**config.mk**
```make
export PLATFORM = sky130hd
export DESIGN_NAME = custom_axi_proc_core
export DESIGN_NICKNAME = d
export VERILOG_FILES = /design/src/rtl/custom_axi_proc_core.sv
export SDC_FILE = /design/constraint.sdc
export NUM_CORES = 1
export LEC_CHECK = 0
export CORE_UTILIZATION = 42
export CTS_BUF_LIST = sky130_fd_sc_hd__clkbuf_8
export DETAILED_ROUTE_END_ITERATION = 12
export PLACE_DENSITY = 0.65
export SYNTH_ARGS = -nofsm -noshare
export SYNTH_HDL_FRONTEND = slang
export SYNTH_SLANG_ARGS = --single-unit
```
**constraint.sdc**
```tcl
create_clock -name clk_i -period 7.65 [get_ports clk_i]
set_clock_uncertainty 0.05 [all_clocks]
set_input_delay 1.9125 -clock clk_i [delete_from_list [all_inputs] [get_ports clk_i]]
set_output_delay 1.9125 -clock clk_i [all_outputs]
set_load 0.01 [all_outputs]
```
**src/rtl/custom_axi_proc_core.sv**
```systemverilog
// Multi-channel stream processing core: input FIFO, pass / add-step / accumulate
// operations, valid/ready result output, state and saturating error reporting.
module custom_axi_proc_core #(
    parameter int DATA_WIDTH = 16,
    parameter int NUM_CH     = 4,
    parameter int FIFO_DEPTH = 4,
    localparam int CH_W      = (NUM_CH > 1) ? $clog2(NUM_CH) : 1,
    localparam int LVL_W     = $clog2(FIFO_DEPTH) + 1
) (
    input  logic                  clk_i,
    input  logic                  rst_i,
    input  logic                  in_valid_i,
    output logic                  in_ready_o,
    input  logic [DATA_WIDTH-1:0] in_data_i,
    input  logic [CH_W-1:0]       in_ch_i,
    input  logic [1:0]            in_mode_i,
    input  logic [DATA_WIDTH-1:0] step_i,
    input  logic                  clear_i,
    output logic                  out_valid_o,
    input  logic                  out_ready_i,
    output logic [DATA_WIDTH-1:0] out_data_o,
    output logic [CH_W-1:0]       out_ch_o,
    output logic [1:0]            status_o,
    output logic [LVL_W-1:0]      fifo_level_o,
    output logic [7:0]            err_count_o
);

    localparam int PTR_W = $clog2(FIFO_DEPTH);
    localparam int ENT_W = CH_W + 2 + DATA_WIDTH;

    typedef enum logic [1:0] {
        ST_IDLE  = 2'd0,
        ST_BUSY  = 2'd1,
        ST_DONE  = 2'd2,
        ST_ERROR = 2'd3
    } state_t;

    state_t                  state_r;
    state_t                  state_nxt_s;

    logic [ENT_W-1:0]        fifo_mem_r [FIFO_DEPTH];
    logic [PTR_W-1:0]        wr_ptr_r;
    logic [PTR_W-1:0]        rd_ptr_r;
    logic [LVL_W-1:0]        level_r;
    logic                    full_s;
    logic                    push_s;
    logic                    pop_s;

    logic [DATA_WIDTH-1:0]   work_data_r;
    logic [CH_W-1:0]         work_ch_r;
    logic [1:0]              work_mode_r;
    logic                    work_err_s;

    logic [DATA_WIDTH-1:0]   acc_r [NUM_CH];
    logic [DATA_WIDTH-1:0]   acc_sel_s;
    logic [DATA_WIDTH-1:0]   result_s;

    logic                    out_valid_r;
    logic [DATA_WIDTH-1:0]   out_data_r;
    logic [CH_W-1:0]         out_ch_r;
    logic [7:0]              err_count_r;

    assign full_s     = (level_r == LVL_W'(FIFO_DEPTH));
    assign in_ready_o = !full_s && !rst_i;
    assign push_s     = in_valid_i && in_ready_o;
    assign pop_s      = (state_r == ST_IDLE) && (level_r != {LVL_W{1'b0}});

    // FIFO storage; contents need no reset since the level gates every read
    always_ff @(posedge clk_i) begin
        if (push_s) begin
            fifo_mem_r[wr_ptr_r] <= {in_ch_i, in_mode_i, in_data_i};
        end else begin
            fifo_mem_r[wr_ptr_r] <= fifo_mem_r[wr_ptr_r];
        end
    end

    // FIFO pointers and occupancy; pointers wrap naturally at the power-of-two depth
    always_ff @(posedge clk_i) begin
        if (rst_i) begin
            wr_ptr_r <= {PTR_W{1'b0}};
            rd_ptr_r <= {PTR_W{1'b0}};
            level_r  <= {LVL_W{1'b0}};
        end else begin
            if (push_s) begin
                wr_ptr_r <= wr_ptr_r + PTR_W'(1);
            end else begin
                wr_ptr_r <= wr_ptr_r;
            end
            if (pop_s) begin
                rd_ptr_r <= rd_ptr_r + PTR_W'(1);
            end else begin
                rd_ptr_r <= rd_ptr_r;
            end
            case ({push_s, pop_s})
                2'b10:   level_r <= level_r + LVL_W'(1);
                2'b01:   level_r <= level_r - LVL_W'(1);
                default: level_r <= level_r;
            endcase
        end
    end

    // Work register holds the word being processed
    always_ff @(posedge clk_i) begin
        if (rst_i) begin
            work_data_r <= {DATA_WIDTH{1'b0}};
            work_ch_r   <= {CH_W{1'b0}};
            work_mode_r <= 2'd0;
        end else if (pop_s) begin
            {work_ch_r, work_mode_r, work_data_r} <= fifo_mem_r[rd_ptr_r];
        end else begin
            work_data_r <= work_data_r;
            work_ch_r   <= work_ch_r;
            work_mode_r <= work_mode_r;
        end
    end

    assign work_err_s = (work_mode_r == 2'd3) ||
                        ({1'b0, work_ch_r} >= (CH_W + 1)'(NUM_CH));

    // Accumulator select by OR-reduction so an out-of-range tag reads zero
    always_comb begin
        acc_sel_s = {DATA_WIDTH{1'b0}};
        for (int i = 0; i < NUM_CH; i++) begin
            acc_sel_s = acc_sel_s | (acc_r[i] & {DATA_WIDTH{work_ch_r == CH_W'(i)}});
        end
    end

    // Operation datapath
    always_comb begin
        result_s = work_data_r;
        case (work_mode_r)
            2'd0:    result_s = work_data_r;
            2'd1:    result_s = work_data_r + step_i;
            2'd2:    result_s = acc_sel_s + work_data_r;
            default: result_s = work_data_r;
        endcase
    end

    // State register
    always_ff @(posedge clk_i) begin
        if (rst_i) begin
            state_r <= ST_IDLE;
        end else begin
            state_r <= state_nxt_s;
        end
    end

    // Next-state logic
    always_comb begin
        state_nxt_s = state_r;
        case (state_r)
            ST_IDLE: begin
                if (pop_s) begin
                    state_nxt_s = ST_BUSY;
                end else begin
                    state_nxt_s = ST_IDLE;
                end
            end
            ST_BUSY: begin
                if (work_err_s) begin
                    state_nxt_s = ST_ERROR;
                end else begin
                    state_nxt_s = ST_DONE;
                end
            end
            ST_DONE: begin
                if (out_ready_i) begin
                    state_nxt_s = ST_IDLE;
                end else begin
                    state_nxt_s = ST_DONE;
                end
            end
            ST_ERROR: state_nxt_s = ST_IDLE;
            default:  state_nxt_s = ST_IDLE;
        endcase
    end

    // Result register; data and tag stay stable while waiting for the consumer
    always_ff @(posedge clk_i) begin
        if (rst_i) begin
            out_valid_r <= 1'b0;
            out_data_r  <= {DATA_WIDTH{1'b0}};
            out_ch_r    <= {CH_W{1'b0}};
        end else begin
            case (state_r)
                ST_BUSY: begin
                    if (!work_err_s) begin
                        out_valid_r <= 1'b1;
                        out_data_r  <= result_s;
                        out_ch_r    <= work_ch_r;
                    end else begin
                        out_valid_r <= 1'b0;
                    end
                end
                ST_DONE: begin
                    if (out_ready_i) begin
                        out_valid_r <= 1'b0;
                    end else begin
                        out_valid_r <= 1'b1;
                    end
                end
                default: out_valid_r <= 1'b0;
            endcase
        end
    end

    // Accumulators; a clear wins over a same-edge update (the output keeps the sum)
    always_ff @(posedge clk_i) begin
        for (int i = 0; i < NUM_CH; i++) begin
            if (rst_i || clear_i) begin
                acc_r[i] <= {DATA_WIDTH{1'b0}};
            end else if ((state_r == ST_BUSY) && !work_err_s && (work_mode_r == 2'd2) &&
                         (work_ch_r == CH_W'(i))) begin
                acc_r[i] <= result_s;
            end else begin
                acc_r[i] <= acc_r[i];
            end
        end
    end

    // Saturating error counter, bumped on the cycle spent in ERROR
    always_ff @(posedge clk_i) begin
        if (rst_i) begin
            err_count_r <= 8'd0;
        end else if ((state_r == ST_ERROR) && (err_count_r != 8'hFF)) begin
            err_count_r <= err_count_r + 8'd1;
        end else begin
            err_count_r <= err_count_r;
        end
    end

    assign out_valid_o  = out_valid_r;
    assign out_data_o   = out_data_r;
    assign out_ch_o     = out_ch_r;
    assign status_o     = state_r;
    assign fifo_level_o = level_r;
    assign err_count_o  = err_count_r;

endmodule

```
==> results summary, run 1 <==
Summing over every cut layer, the via total after detailed routing is 5520. The initial standard-cell utilization of the core came out at 43.39%. The design area is 10230 um2.

The fraction of power spent switching nets came out at 35.60%. TritonCTS created 17 clock buffers. The worst path uses 63.98% of the clock period. By startpoint and endpoint, the worst setup path is classified as in -> out. The TritonCTS clock tree is yes.

The count of yosys warnings during synthesis is 0. In this run the worst path has a maximum fanout of 6. The worst register-to-register path ends at acc_r[3][14]. The worst register-to-register path begins at work_ch_r[0]. The critical path arrival is 2.93 ns. The transition time of the tightest slew-check pin came out at 1.127 ns. Global routing finished with a remaining overflow of 0.

For this run, design rule violations remaining after detail routing come to 0. The die extent in y came out at 147.7 um. The worst setup path is launched from an input pin.

In the final routed layout, each cell accounts on average for 17.86 um. The origin of the worst setup path is rst_i. The number of enable-type register cells in the synthesized netlist came out at 144. The tool flagged a number of max-cap violations equal to 0. The largest net degree at the start of global routing is 60.

The total power density per cell area is 318.8 nW/um2. The number of post-CTS setup repair buffers came out at 0. In the global route stage, overall resource usage came out at 17.56%. The switching power is 1.161 mW. After routing, the total negative slack on setup checks comes to 0 ns.

The number of storage elements in the synthesis netlist is 200. The clock-pin transition on the worst setup and hold timing paths came out at 0.09 ns. The number of DRC markers after the initial detailed-route iteration came out at 375. The number of unique standard cell types used by synthesis came out at 51. The fraction of power consumed by the clock network came out at 17.4%. The internal power of the cells totals 2.100 mW.

The proportion of register bits with asynchronous set or reset after synthesis is 0%. The maximum clock rate came out at 0.2043 GHz. The worst hold path belongs to the class reg -> reg. Sequential cells were found to cover 61.04% of the synthesized design area. Summing every instance area after synthesis gives 8921 um2. After detailed routing, the total wire length is 18.35 mm.

The area of the die came out at 21830 um2. The longest clock path from root to sink contains 2 buffers. The cell area reported after detailed placement came out at 9910 um2.

The top-area cell type share of the netlist area came out at 48.47%. The relative contribution of combinational cells to total power came out at 39.1%. The clock sink count is 200. The detailed placer's ending HPWL came out at 12.51 mm.

The net count after synthesis came out at 754. The tightest slew margin relative to the limit is 24.89%. Data on the critical path is required at its endpoint by 5.69 ns. The I/O pin count came out at 74.

Setup repair after global routing left no endpoint under its margin. The via count of the first global-routing pass came out at 5572. The share of total power dissipated in sequential elements is 43.5%. The number of detailed-route iterations in the first pass came out at 5. The later pin in the worst-skew pair is clocked with a latency of 0.45 ns. The post-synthesis instance total is 680. During placement, the flow inserted port buffers numbering 73. The worst-case vdd ir drop is 0.1392 mV. Measured along the x axis, the die boundary spans 147.7 um. The number of failing setup endpoints in the final timing report is 0. The worst hold path begins at out_ch_o[1].

The number of failing hold endpoints at the final stage came out at 0. After clock tree synthesis, the flow added hold-fix buffers numbering 0. The worst register-to-register path has a setup slack of 3.81 ns. The endpoint kind of the worst setup timing path is a primary output.

The most used flip-flop cell after synthesis is edfxtp_1. The wire length of the first global-routing pass is 28.90 mm. The final critical delay including setup and external delays is 4.895 ns.

The total of cells resized after clock tree synthesis came out at 0. The reported leakage power is 3.625 nW. The total count of max-transition violations in the final report is 0. Sorting the synthesized cells by how often they occur yields 144 x edfxtp_1, 99 x nor2_1, 72 x nand2_1.

The CTS H-tree depth is 4. Clock tree synthesis selected as its root buffer the cell clkbuf_8. The number of antenna-violating nets in the routed design is 0. Among all cell types in the netlist, the one instantiated most often is edfxtp_1. The via density per instance came out at 5.375.

The number of nets in the finished design came out at 818. The run finished with clean final reports. The final core utilization came out at 49.75%. By area the synthesized netlist is led by edfxtp_1 48%, dfxtp_1 13%, mux4_2 9.1%, ha_1 4.3%, nor2_1 4.2%. The cell type contributing the most total cell area after synthesis is edfxtp_1. The worst min-delay path endpoint is out_ch_o[1]. The final weighted congestion in routability-driven placement came out at 0.8254. The area inside the core boundary came out at 20560 um2. Cells with a size suffix above 1 make up 14.00% of the layout.

Dividing the synthesized area by the synthesized cell count gives 13.12 um2. The number of antenna diodes in the final layout is 0. The initial antenna violation count came out at 0. The number of cells on the worst reg-to-reg path is 12.

From synthesis to final layout, the design area changed by 14.66%. The worst hold path passes through 2 cells. The number of core rows came out at 52.
-- state kept, by name, indices dropped and copies added, names as in the netlist --
name / flops
acc_r: 64
err_count_o: 8
fifo_level_o: 3
fifo_mem_r: 80
out_ch_o: 2
out_data_o: 16
out_valid_o: 1
rd_ptr_r: 2
status_o: 2
work_ch_r: 2
work_data_r: 16
work_mode_r: 2
wr_ptr_r: 2
-- cells in the final DEF, fill, tap and decap left out, types with 11 or more instances in the layout --
| master | count |
|---|---|
| edfxtp_1 | 144 |
| nor2_1 | 99 |
| mux2_2 | 15 |
| clkdlybuf4s50_1 | 72 |
| a21oi_1 | 42 |
| mux2i_1 | 11 |
| a211oi_1 | 11 |
| nand2_1 | 72 |
| xor2_1 | 16 |
| clkbuf_8 | 18 |
| inv_1 | 26 |
| ha_1 | 31 |
| mux4_2 | 36 |
| dfxtp_1 | 56 |
-- critical path: stages --
cell and delay [ns]:
buf_2 0.10, a31oi_1 0.30, clkdlybuf4s50_1 0.61
-- through the flow --
step                power [mW]  setup slack [ns]  hold slack [ns]  cells
floorplan                2.330             3.296           0.4030    680
global placement         2.682             2.781           0.4072    995
detailed placement       2.716             2.759           0.4185    995
CTS                      3.279             2.757           0.4338   1027
global route             3.462             2.663           0.4491   1027
finish                   3.261             2.755           0.4274   1027
-- cells by family after synthesis --
group,share of synthesized area [%]
buffers and inverters,2.483
and+or+nand+nor,10.49
adders and majority gates,4.797
xor gates and xnor gates,2.539
AOI/OAI and AO/OA,6.283
DFF,61.04
muxes,12.37
-- per-layer routing --
metal	wire, um	part of all wire, %	vias to the layer above	GRT usage [%]
met2	9073	49	190	29.69
met1	8034	44	2738	22.78
li1	-	-	2576	-
met4	186	1.0	0	4.588
met3	1053	5.7	16	3.981
met5	0	0	-	0
-- how the worst max path moves through the flow --
stage	to	slack, ns	depth (start not counted)
6_report	in_ready_o	2.76	3
5_1_grt	in_ready_o	2.66	3
4_1_cts	in_ready_o	2.76	3
3_5_place_dp	in_ready_o	2.76	3
3_3_place_gp	in_ready_o	2.78	3
2_1_floorplan	in_ready_o	3.30	2
-- area by class of cell --
type	instances	area (um2)
Fill cell	1804	10330
Sequential cell	200	5445
Multi-Input combinational cell	423	3266
Timing Repair Buffer	80	778.2
Tap cell	270	337.8
Clock buffer	18	247.7
Inverter	22	82.58
Clock inverter	14	71.32
-- power by group through the flow --
stage	sequential (mW)	clock [mW]	combinational, mW
after floorplan	1.43	0	0.905
after global placement	1.43	0	1.25
after detailed placement	1.44	0	1.27
after CTS	1.42	0.582	1.28
after global routing	1.44	0.624	1.40
final	1.42	0.568	1.28
No activity file was read; power rests on OpenSTA's default activity.
==> run 2: changes to the inputs <==
==> constraint.sdc (replaced) <==
create_clock -name clk_i -period 4.99 [get_ports clk_i]
set_clock_uncertainty 0.05 [all_clocks]
set_input_delay 1.2475 -clock clk_i [delete_from_list [all_inputs] [get_ports clk_i]]
set_output_delay 1.2475 -clock clk_i [all_outputs]
set_load 0.01 [all_outputs]
==> results summary, run 2 (synthesis results as in run 1) <==
The cell area reported after detailed placement is 9947 um2 (was 9910 um2). The tightest slew margin relative to the limit came out at 28.14% (was 24.89%). The worst reg-to-reg setup slack is 0.94 ns (was 3.81 ns). The DRC violation count after routing was 0 (unchanged). The storage element area is 5445 um2 (unchanged).

The number of placed instances with taps included came out at 1000 (was 995). The clock sink count is 200 (unchanged). The reported leakage power is 3.665 nW (was 3.625 nW). The final core utilization is 50.37% (was 49.75%). The number of detailed-route iterations in the first pass came out at 5 (unchanged). The final clock period utilization by the worst path is 81.09%. The number of buffers created by CTS was 17 (unchanged). The wire length of the first global-routing pass came to 29.69 mm (was 28.90 mm). The final weighted congestion in routability-driven placement came out at 0.8308 (was 0.8254). The worst hold path startpoint is out_ch_o[1] (unchanged). The initial standard-cell utilization of the core is 43.39% (unchanged). The length in cells of the worst reg-to-reg path is 11 (was 12). The number of DRC markers after the initial detailed-route iteration is 344 (was 375). The critical path arrival came out at 4.19 ns (was 2.93 ns). The post-route non-filler standard cell count is 1032 (was 1027). The number of nets in the finished design came out at 823 (was 818).

The worst path in the final design needs a cycle of 4.046 ns, including I/O delays and setup. The final global-route overflow total came to 0 (unchanged). The clock latency on the worst-skew pair came out at 0.46 ns (was 0.45 ns). The highest fanout seen on the critical path was 12 (was 6). The total of hold buffers inserted after clock tree synthesis came out at 0 (unchanged). The worst setup slack before clock tree synthesis came out at 0.8592 ns (was 2.759 ns). The share of post-route cells with drive strength above 1 is 15.22% (was 14.00%). The kind of launch point of the worst setup path was a flip-flop (was input pin). The via density per instance was 5.349 (was 5.375). The number of failing hold endpoints at the final stage came to 0 (unchanged). The worst path setup slack after routing is 0.9437 ns (was 2.755 ns).

The register with the highest flop count was fifo_mem_r (unchanged). The post-route total power came out at 5.215 mW (was 3.261 mW). The area of combinational cells with multiple inputs is 3266 um2 (unchanged).

The commonest non-fill, non-tap cell in the layout is edfxtp_1 (unchanged). The detailed placer's ending HPWL is 13.05 mm (was 12.51 mm). Leading registers by flop count: fifo_mem_r (80), acc_r (64) (unchanged). The worst hold-check slack is 0.4224 ns (was 0.4274 ns).

Unrepaired setup endpoints after global routing: no (unchanged). The TritonCTS clock tree is yes (unchanged). The max capacitance violation total is 0 (unchanged). The number of post-CTS setup repair buffers came out at 0 (unchanged). The class of the tightest hold or removal check is reg -> reg (unchanged). The average wire per cell in the routed design is 18.20 um (was 17.86 um). The via count of the routed design came out at 5520 (unchanged).

The area growth from synthesis to layout came to 16.07% (was 14.66%). The CTS H-tree depth came out at 4 (unchanged). The initial antenna violation count came out at 0 (unchanged). The endpoint kind of the worst setup timing path was a flip-flop (was primary output). The worst min-delay path endpoint is out_ch_o[1] (unchanged). The clock-pin transition on the worst setup and hold timing paths is 0.10 ns (was 0.09 ns). The global routing usage summed across all routing layers came out at 18.05% (was 17.56%). The type of the worst setup path is reg -> reg (was in -> out). The area of the die is 21830 um2 (unchanged). The number of failing setup endpoints in the final timing report is 0 (unchanged). The layout filler cell count is 1766 (was 1804). The clock root buffer master is clkbuf_8 (unchanged). Derived from the worst setup path, the maximum achievable clock frequency is 0.2471 GHz. The worst-case vdd ir drop came to 0.2033 mV (was 0.1392 mV).

The via count of the first global-routing pass came to 5520 (was 5572). The transition time of the tightest slew-check pin was 1.076 ns (was 1.127 ns). The largest net degree at the start of global routing is 59 (was 60). The I/O pin count came out at 74 (unchanged). The setup TNS is 0 ns (unchanged). The aggregate routed wire length came out at 18.78 mm (was 18.35 mm). The number of cells on the worst hold path came out at 2 (unchanged). The diode insertion count for antenna repair was 0 (unchanged). The number of antenna-violating nets in the routed design came out at 0 (unchanged).

The flip-flop count of the largest register after layout came out at 80 (unchanged). The die extent in y is 147.7 um (unchanged). The total power density per cell area came out at 503.6 nW/um2 (was 318.8 nW/um2). The area inside the core boundary came to 20560 um2 (unchanged). The data required time of the critical path came out at 5.14 ns (was 5.69 ns). The width of the die came out at 147.7 um (unchanged). Outcome: finished clean (unchanged).

The worst flop-to-flop path startpoint is work_ch_r[0] (unchanged). Most frequent cells in the layout: 144 x edfxtp_1, 99 x nor2_1, 72 x nand2_1, 72 x clkdlybuf4s50_1, 56 x dfxtp_1 (unchanged). The total count of max-transition violations in the final report is 0 (unchanged).

The capturing point of the worst reg2reg path is acc_r[0][13] (was acc_r[3][14]). The quantity of I/O buffers inserted on ports is 73 (unchanged). The number of core rows is 52 (unchanged). The total of cells resized after clock tree synthesis came to 0 (unchanged).

The maximum clock path buffer count is 2 (unchanged). The design area came out at 10350 um2 (was 10230 um2).
-- run 2: cell types whose count changed in the layout (fill, tap and decap cells not counted) --
| cell | previous run | this run |
|---|---|---|
| buf_4 | 7 | 12 |
| bufinv_16 | 0 | 3 |
| clkbuf_8 | 18 | 17 |
| clkinv_1 | 2 | 1 |
| clkinv_2 | 4 | 2 |
| clkinv_4 | 0 | 2 |
| clkinvlp_4 | 1 | 3 |
| inv_1 | 26 | 22 |
| inv_6 | 2 | 3 |
-- run 2: cell type report --
class	count	area share, %
Clock buffer	17	2.260
Clock inverter	15	1.680
Inverter	22	0.7975
Multi-Input combinational cell	423	31.54
Sequential cell	200	52.59
Tap cell	270	3.262
Timing Repair Buffer	85	7.878
-- run 2: per-layer routing --
layer,GRT usage [%],routed length [um],vias up
met1,24.60,8342,2743
met3,3.056,998,21
met2,29.58,9184,168
met4,5.567,257,0
li1,-,-,2588
met5,0,0,-
-- run 2: how the worst max path moves through the flow --
| stage | cells past startpoint | to | startpoint | slack, ns |
|---|---|---|---|---|
| 3_5_place_dp | 11 | acc_r[0][14] | step_i[0] | 0.86 |
| 6_report | 11 | acc_r[0][13] | work_ch_r[0] | 0.94 |
| 3_3_place_gp | 11 | acc_r[0][14] | step_i[0] | 0.92 |
| 4_1_cts | 11 | acc_r[0][13] | work_ch_r[0] | 0.94 |
| 2_1_floorplan | 13 | acc_r[0][8] | work_ch_r[1] | 1.44 |
| 5_1_grt | 11 | acc_r[0][13] | work_ch_r[0] | 0.64 |
-- run 2: worst max-delay path, cell delays in order (launching register included) --
cell     delay (ns)
dfxtp_1        0.82
buf_4          0.36
mux4_2         0.51
mux2_2         0.29
ha_1           0.35
a21oi_1        0.21
o21ai_0        0.13
a21oi_1        0.28
o21ai_1        0.14
xor2_1         0.15
mux2i_1        0.39
nor2_1         0.11
-- run 2: power breakdown --
group / internal, mW / switching, mW / total, mW
sequential: 2.01 / 0.202 / 2.21
combinational: 0.869 / 1.07 / 1.94
clock: 0.497 / 0.567 / 1.06
==> run 3: changes to the inputs <==
==> constraint.sdc (replaced) <==
create_clock -name clk_i -period 3.8 [get_ports clk_i]
set_clock_uncertainty 0.05 [all_clocks]
set_input_delay 0.95 -clock clk_i [delete_from_list [all_inputs] [get_ports clk_i]]
set_output_delay 0.95 -clock clk_i [all_outputs]
set_load 0.01 [all_outputs]
==> results summary, run 3 (synthesis results as in run 1) <==
The delay of the slowest critical-path stage came to 0.66 ns (was 0.82 ns). The worst-case vdd ir drop came out at 0.2597 mV (was 0.2033 mV). The TritonCTS clock tree is yes (unchanged). The amount of wire on met3 after detailed routing came out at 996 um (was 998 um). The clock root buffer master is clkbuf_8 (unchanged).

The detailed placer's ending HPWL is 13.12 mm (was 13.05 mm). The type of the worst setup path is reg -> reg (unchanged). The number of DRC markers after the initial detailed-route iteration came out at 325 (was 344). Outcome: finished clean (unchanged). The global routing usage summed across all routing layers came out at 18.03% (was 18.05%). The number of buffers created by CTS is 17 (unchanged). The max capacitance violation total is 0 (unchanged). The clock sink count came out at 200 (unchanged). The relative contribution of combinational cells to total power is 38.2% (was 37.1%). The initial antenna violation count is 0 (unchanged). The via count of the routed design is 5538 (was 5520).

The via density per instance came to 5.264 (was 5.349). The maximum clock rate came out at 0.2867 GHz (was 0.2471 GHz). The maximum clock path buffer count is 2 (unchanged).

The area growth from synthesis to layout came to 18.70% (was 16.07%). The final critical delay including setup and external delays is 3.487 ns (was 4.046 ns). The area of the die is 21830 um2 (unchanged). The number of core rows is 52 (unchanged). The number of nets in the finished design is 843 (was 823).

The endpoint kind of the worst setup timing path is a flip-flop (unchanged). Leading registers by flop count: fifo_mem_r (80), acc_r (64) (unchanged). The via count of the first global-routing pass is 5555 (was 5520). The reported leakage power came out at 3.795 nW (was 3.665 nW). The number of failing setup endpoints in the final timing report is 0 (unchanged).

The flip-flop count of the largest register after layout was 80 (unchanged). Unrepaired setup endpoints after global routing: no (unchanged). The critical-path cell with the highest stage delay was dfxtp_1 (unchanged).

The final weighted congestion in routability-driven placement is 0.8376 (was 0.8308). The data required time of the critical path is 3.96 ns (was 5.14 ns). The die extent in y came out at 147.7 um (unchanged).

The number of buffers and inverters on the critical path came to 1 (unchanged). The share of post-route cells with drive strength above 1 is 17.52% (was 15.22%). The dominant delay contributor by cell family on the critical path is multiplexers (unchanged). The wire length of the first global-routing pass came out at 29.42 mm (was 29.69 mm). The fraction of power consumed by sequential logic came out at 40.4% (was 42.5%).

The largest net degree at the start of global routing is 60 (was 59). The critical path arrival is 3.65 ns (was 4.19 ns). The highest fanout seen on the critical path came out at 9 (was 12). The total count of max-transition violations in the final report is 0 (unchanged).

The total power density per cell area is 670.4 nW/um2 (was 503.6 nW/um2). The register with the highest flop count is fifo_mem_r (unchanged). The final global-route overflow total is 0 (unchanged). The initial standard-cell utilization of the core is 43.39% (unchanged). The clock latency on the worst-skew pair was 0.46 ns (about the same). The transition time of the tightest slew-check pin came to 1.071 ns (was 1.076 ns). The total of hold buffers inserted after clock tree synthesis was 0 (unchanged). The switching power came out at 2.403 mW (was 1.837 mW). The met1 wire length is 8.141 mm (was 8.342 mm). The width of the die was 147.7 um (unchanged). The clock-pin transition on the worst setup and hold timing paths came to 0.10 ns (about the same).

The layout filler cell count is 1790 (was 1766). The I/O pin count is 74 (unchanged). The tightest slew margin relative to the limit came out at 28.50% (was 28.14%).

The fraction of power consumed by the clock network is 21.4% (was 20.4%). The number of detailed-route iterations in the first pass is 4 (was 5). The quantity of I/O buffers inserted on ports was 73 (unchanged). The top layer used by detailed routing is met4 (unchanged). The commonest non-fill, non-tap cell in the layout is edfxtp_1 (unchanged). The wire length on met2 came out at 9.245 mm (was 9.184 mm).

The number of failing hold endpoints at the final stage was 0 (unchanged). Cell-by-cell trace of the critical path: buf_4 > mux4_2 > mux2_2 > ha_1 > a21o_1 > o21bai_1 > a221oi_2 > o21ai_2 > mux2i_2 > xor2_2 > nor2_1 (was buf_4 > mux4_2 > mux2_2 > ha_1 > a21oi_1 > o21ai_0 > a21oi_1 > o21ai_1 > xor2_1 > mux2i_1 > nor2_1). The post-route total power came out at 7.098 mW (was 5.215 mW).

The area inside the core boundary is 20560 um2 (unchanged). The kind of launch point of the worst setup path was a flip-flop (unchanged). The aggregate routed wire length is 18.58 mm (was 18.78 mm). The setup TNS came to 0 ns (unchanged). The class of the tightest hold or removal check is reg -> reg (unchanged). The CTS H-tree depth came out at 4 (unchanged). Most frequent cells in the layout: 144 x edfxtp_1, 99 x nor2_1, 72 x nand2_1, 72 x clkdlybuf4s50_1, 55 x dfxtp_1 (was 144 x edfxtp_1, 99 x nor2_1, 72 x nand2_1, 72 x clkdlybuf4s50_1, 56 x dfxtp_1). The fraction of power spent switching nets is 33.85% (was 35.22%). The diode insertion count for antenna repair came out at 0 (unchanged). The DRC violation count after routing came out at 0 (unchanged). The final clock period utilization by the worst path is 91.77% (was 81.09%).

The average wire per cell in the routed design came to 17.66 um (was 18.20 um). The internal power consumption came to 4.696 mW (was 3.378 mW). The number of antenna-violating nets in the routed design is 0 (unchanged).
## run 3: power groups by stage
stage / clock, mW / sequential (mW) / combinational (mW)
floorplan: 0 / 2.87 / 1.82
global route: 1.65 / 2.91 / 3.00
detailed placement: 0 / 2.92 / 2.72
CTS: 1.56 / 2.87 / 2.73
global placement: 0 / 2.90 / 2.67
finish: 1.52 / 2.87 / 2.71
## run 3: layout make-up
cell class | count | area, um2 | area share (%)
multi-input cells | 423 | 3262 | 30.80
inverters | 22 | 82.58 | 0.7799
flip-flops and latches | 200 | 5446 | 51.44
clock inverters | 15 | 222.7 | 2.103
repair buffers | 105 | 1003 | 9.477
well taps | 270 | 337.8 | 3.190
clock buffers | 17 | 234.0 | 2.210
## run 3: per-layer routing
layer  track usage [%]  vias to the layer above
met5                 0                        -
met1             23.70                     2708
li1                  -                     2635
met3             3.210                       19
met4             5.052                        0
met2             30.68                      176
## run 3: path summary, 6_finish.rpt
check / start / to / slack, ns / cells after the start
setup / recovery: work_ch_r[1] / acc_r[2][15] / 0.31 / 11
hold / removal: out_ch_o[0] / out_ch_o[0] / 0.42 / 2
setup reg to reg: work_ch_r[1] / acc_r[2][15] / 0.31 / 11
hold reg to reg: out_ch_o[0] / out_ch_o[0] / 0.42 / 2
## run 3: what timing repair did
action,4_1_cts,5_1_grt
gates resized for setup,0,1
setup buffers,0,0
endpoints found under the setup margin,0,1
## run 3: worst register-to-register path, cell delays in order (launching register included)
cell      delay, ns
dfxtp_1        0.66
buf_4          0.26
mux4_2         0.29
mux2_2         0.32
ha_1           0.31
a21o_1         0.18
o21bai_1       0.20
a221oi_2       0.28
o21ai_2        0.10
mux2i_2        0.23
xor2_2         0.28
nor2_1         0.09
## run 3: per-stage QoR
step,util [%],area (um2),setup WS [ns],cells,hold slack [ns]
6_report,51.50,10590,0.3126,1052,0.4205
5_1_grt,51.50,10590,0.1140,1052,0.4530
2_1_floorplan,-,8921,0.2547,680,0.4030
4_1_cts,51.50,10590,0.1981,1052,0.4218
3_3_place_gp,49.28,10130,0.07649,1020,0.4026
3_5_place_dp,49.28,10130,0.02287,1020,0.4082
